===== config.mk =====
export PLATFORM = sky130hd
export DESIGN_NAME = univ_shift_reg_n
export DESIGN_NICKNAME = d
export VERILOG_FILES = /design/src/rtl/univ_shift_reg_n.sv
export SDC_FILE = /design/constraint.sdc
export NUM_CORES = 1
export LEC_CHECK = 0
export CORE_MARGIN = 2
export CORE_UTILIZATION = 25
export CTS_CLUSTER_DIAMETER = 120
export DETAILED_ROUTE_END_ITERATION = 8
export PLACE_DENSITY_LB_ADDON = 0.2
export SYNTH_ARGS = -nofsm -noshare
export SYNTH_HDL_FRONTEND = slang
export SYNTH_SLANG_ARGS = --single-unit

===== constraint.sdc =====
create_clock -name clk -period 4.2 [get_ports clk]
set_clock_uncertainty 0.05 [all_clocks]
set_input_delay 0.42 -clock clk [delete_from_list [all_inputs] [get_ports clk]]
set_output_delay 0.42 -clock clk [all_outputs]
set_load 0.01 [all_outputs]

===== src/rtl/univ_shift_reg_n.sv =====
// W-bit universal shift register: single-cycle LOAD/CLEAR/NOP and multi-step
// shift/rotate/arithmetic-shift, one bit per clock, with a start/busy/done handshake.
module univ_shift_reg_n #(
  parameter  int W  = 8,
  localparam int AW = $clog2(W + 1)
) (
  input  logic          clk,
  input  logic          rst,
  input  logic          start,
  input  logic [2:0]    op,
  input  logic [AW-1:0] amt,
  input  logic [W-1:0]  din,
  input  logic          lsi,
  input  logic          rsi,
  input  logic          hold,
  output logic [W-1:0]  q,
  output logic          so_msb,
  output logic          so_lsb,
  output logic          busy,
  output logic          done
);

  localparam logic [2:0] OP_NOP   = 3'b000;
  localparam logic [2:0] OP_SHL   = 3'b001;
  localparam logic [2:0] OP_SHR   = 3'b010;
  localparam logic [2:0] OP_ROL   = 3'b011;
  localparam logic [2:0] OP_ROR   = 3'b100;
  localparam logic [2:0] OP_ASR   = 3'b101;
  localparam logic [2:0] OP_LOAD  = 3'b110;
  localparam logic [2:0] OP_CLEAR = 3'b111;

  typedef enum logic {IDLE, RUN} state_t;

  state_t        state, state_n;
  logic [AW-1:0] cnt, cnt_n;
  logic [2:0]    op_r, op_n;
  logic [W-1:0]  q_n;
  logic          done_n;
  logic [AW-1:0] amt_c;

  // One single-bit step of the latched operation.
  function automatic logic [W-1:0] shift_step(input logic [2:0] o, input logic [W-1:0] v,
                                              input logic l, input logic r);
    logic signed [W-1:0] sv;
    logic [W-1:0]        res;
    sv  = v;
    res = v;
    case (o)
      OP_SHL:  res = {v[W-2:0], l};
      OP_SHR:  res = {r, v[W-1:1]};
      OP_ROL:  res = {v[W-2:0], v[W-1]};
      OP_ROR:  res = {v[0], v[W-1:1]};
      OP_ASR:  res = sv >>> 1;
      default: res = v;
    endcase
    return res;
  endfunction

  // Step counts beyond the register width are clamped to W.
  assign amt_c = (amt > AW'(W)) ? AW'(W) : amt;

  always_comb begin
    state_n = state;
    cnt_n   = cnt;
    op_n    = op_r;
    q_n     = q;
    done_n  = 1'b0;
    case (state)
      IDLE: begin
        if (start) begin
          case (op)
            OP_NOP:   done_n = 1'b1;
            OP_LOAD:  begin q_n = din; done_n = 1'b1; end
            OP_CLEAR: begin q_n = '0;  done_n = 1'b1; end
            default: begin
              op_n = op;
              if (amt_c == '0) begin
                done_n = 1'b1;
              end else begin
                cnt_n   = amt_c;
                state_n = RUN;
              end
            end
          endcase
        end
      end
      RUN: begin
        if (!hold) begin
          q_n   = shift_step(op_r, q, lsi, rsi);
          cnt_n = cnt - AW'(1);
          if (cnt == AW'(1)) begin
            state_n = IDLE;
            done_n  = 1'b1;
          end
        end
      end
      default: state_n = IDLE;
    endcase
  end

  always_ff @(posedge clk or posedge rst) begin
    if (rst) begin
      state <= IDLE;
      cnt   <= '0;
      op_r  <= OP_NOP;
      q     <= '0;
      done  <= 1'b0;
    end else begin
      state <= state_n;
      cnt   <= cnt_n;
      op_r  <= op_n;
      q     <= q_n;
      done  <= done_n;
    end
  end

  assign busy   = (state == RUN);
  assign so_msb = q[W-1];
  assign so_lsb = q[0];

endmodule


==> impl_metrics.yaml <==
routing:
  vias: 1013
  via_per_inst: 5.222
  wl_um: 2828
  route.detailed.drc: 0
  drt_pass1_iterations: 4
  drt_iter0_markers: 37
  wl_per_cell_um: 14.58
  final_antenna_net_count: 0
worst_setup_path:
  cp_slowest_cell: "or4b_4"
  worstPathRequired_ps: 4310
  rr_startpoint: "op_r[2]"
  crit_chain: "inv_2 > ha_1 > or4b_4 > o31ai_4 > a221oi_1 > o31ai_2"
  cp-startpoint: "op_r[2]"
  critPathMaxStageDelay_ps: 520
  reg2reg_depth: 6
  path_max_fanout: 10
  critPathCaptureType: "flip-flop"
  start_kind: "flip-flop"
  critPathKind: "flip-flop to flip-flop"
  arrival_ps: 2300
logic_synthesis:
  async_flop_share_pct: 100.0
  synth_top_area_share_pct: 36.36
  synth_most_common_cell: "dfrtp_1"
  yosysWarnings: 0
  synth_common_cells: "dfrtp_1, a21oi_1, nand2_1, a221oi_1, o31ai_2"
  netlist_instances: 114
  syn_nets: 138
  synth_area_leaders: "dfrtp_1, o31ai_2, a221oi_1"
  ys_types: 43
  synth-main-ff-cell: "dfrtp_1"
  synth_seq_cells: 17
  synth.avg_cell_area_um2: 10.26
  synth_edf_count: 0
  synth.cell_area_um2: 1170
  synth-seq-area-share_pct: 36.36
  synth_top_area_cell: "dfrtp_1"
floorplanning:
  coreArea_um2: 4444
  fp.dieArea_um2: 5242
  die_y_um: 72.41
  num_rows: 24
  die_w_um: 72.41
  initial_utilization_pct: 26.32
  pin_count: 33
cts:
  cts-root-buf: "clkbuf_8"
  ctsResizeCount: 0
  h-tree-depth: 1
  cts_tree: "built"
  cts_setup_buffers: 0
  clock_sinks: 17
  insertion_delay_ps: 250
  numCtsBuffers: 3
  cts-hold-fix-buffers: 0
  clk_pin_slew_ps: 70
  clk_path_buf_depth: 2
grt:
  grt_util_met1_pct: 16.44
  met2_usage_pct: 17.84
  grt-busiest-layer: "met2"
  grt_start_max_net_pins: 21
  grt_use_total_pct: 11.35
  grt_pass1_vias: 980
  grt-ovfl-total: 0
  antenna_found_initial: 0
  global_route.usage.met3_pct: 1.806
  grt_pass1_wl_um: 4747
final_layout:
  final_layout_size_suffix_gt1_share_pct: 18.31
  layout.nets: 167
  diodes: 0
  fin_util_pct: 34.77
  syn_to_final_growth_pct: 32.09
  nFillCells: 463
sta:
  final_hold_viol_count: 0
  fmax_mhz: 456.7
  drv_slew: 0
  fin_crit_ps: 2189
  setup_viol: 0
  rsz0062_at_grt: "false"
  relSlewSlack_pct: 55.50
  finalSetupTns_ps: 0
  period_share_pct: 52.13
  worst_pin_slew_ps: 666.7
placed_design:
  place_hpwl_um: 2128
  gp_congestion: 0.7057
  io_buffer_count: 32
power_and_ir_drop:
  leakage_uw: 0.0005949
  vdd_drop_max_v: 0.0003634
  p_per_area_nw_per_um2: 689.8
job:
  maxCapViolCount: 0
worst_hold_path:
  hold_class: "input pin to asynchronous set/reset pin"
run_status:
  run_status: "complete, no violations"
power breakdown:
| group | total [uW] | switching [uW] | internal [uW] |
|---|---|---|---|
| Sequential | 360 | 122 | 237 |
| Clock | 124 | 56.4 | 67.3 |
| Combinational | 583 | 281 | 302 |
cell type report:
type                            count  area [um^2]  share of cell area [%]
Timing Repair Buffer               32        320.3                   20.73
Tap cell                           52        65.06                   4.211
Multi-Input combinational cell     82        663.1                   42.92
Inverter                            7        26.28                   1.700
Clock buffer                        4        45.04                   2.915
Sequential cell                    17        425.4                   27.53
kinds of logic after synthesis:
kind of cell,Yosys count,share of synthesized area [%]
DFF,17,36.36
AOI/OAI and AO/OA,41,31.44
buffers and inverters,15,6.951
muxes,5,4.812
and+or+nand+nor,33,17.22
adders and majority gates,3,3.209
registers in the layout (all words and copies together), names as in the netlist:
name	count
cnt	4
q	8
busy	1
op_r	3
done	1
metal layers:
metal / part of all wire [%] / wire length (um)
met3: 4.5 / 126
met2: 43 / 1224
met5: 0 / 0
met1: 52 / 1460
met4: 0.60 / 17
critical path, delay by kind of cell (launching register included):
kind / cells / cell delay [ps]
buf+inv: 1 / 100
compound gates: 3 / 520
fa+ha+maj: 1 / 380
flops: 1 / 510
simple gates: 1 / 520
per-stage QoR:
| step | std cells | cell area (um^2) | worst slack (ps) | total power (uW) | hold slack (ps) |
|---|---|---|---|---|---|
| after global routing | 194 | 1545 | 1894 | 1154 | 561.5 |
| after floorplan | 114 | 1170 | 2240 | 783.4 | 296.1 |
| after global placement | 190 | 1500 | 1991 | 938.1 | 467.9 |
| after detailed placement | 190 | 1500 | 1975 | 948.7 | 486.9 |
| after CTS | 194 | 1545 | 2022 | 1076 | 516.8 |
| final | 194 | 1545 | 2011 | 1066 | 509.7 |
path summary, 6_finish.rpt:
| kind | to | slack, ps |
|---|---|---|
| max | q[5] | 2010 |
| min | q[6] | 510 |
| max reg2reg | q[5] | 2010 |
| min reg2reg | cnt[3] | 510 |
| max in group asynchronous | cnt[3] | 3160 |
| min in group clk | cnt[3] | 510 |
layout by cell type (no fill, tap or decap), types with 3 or more instances in the layout:
cell type        netlist  layout
a221oi_1               7       7
clkdlybuf4s50_1        0      32
nor2_1                 4       4
nand3_1                3       3
ha_1                   3       3
nand2_1               10      10
inv_1                  6       6
a21oi_1               11      11
mux2_2                 5       5
o21ai_0                3       3
nand3b_1               3       3
clkbuf_8               0       3
dfrtp_1               17      17
o31ai_2                7       7
Note: power is estimated with default switching activity, not from simulation.
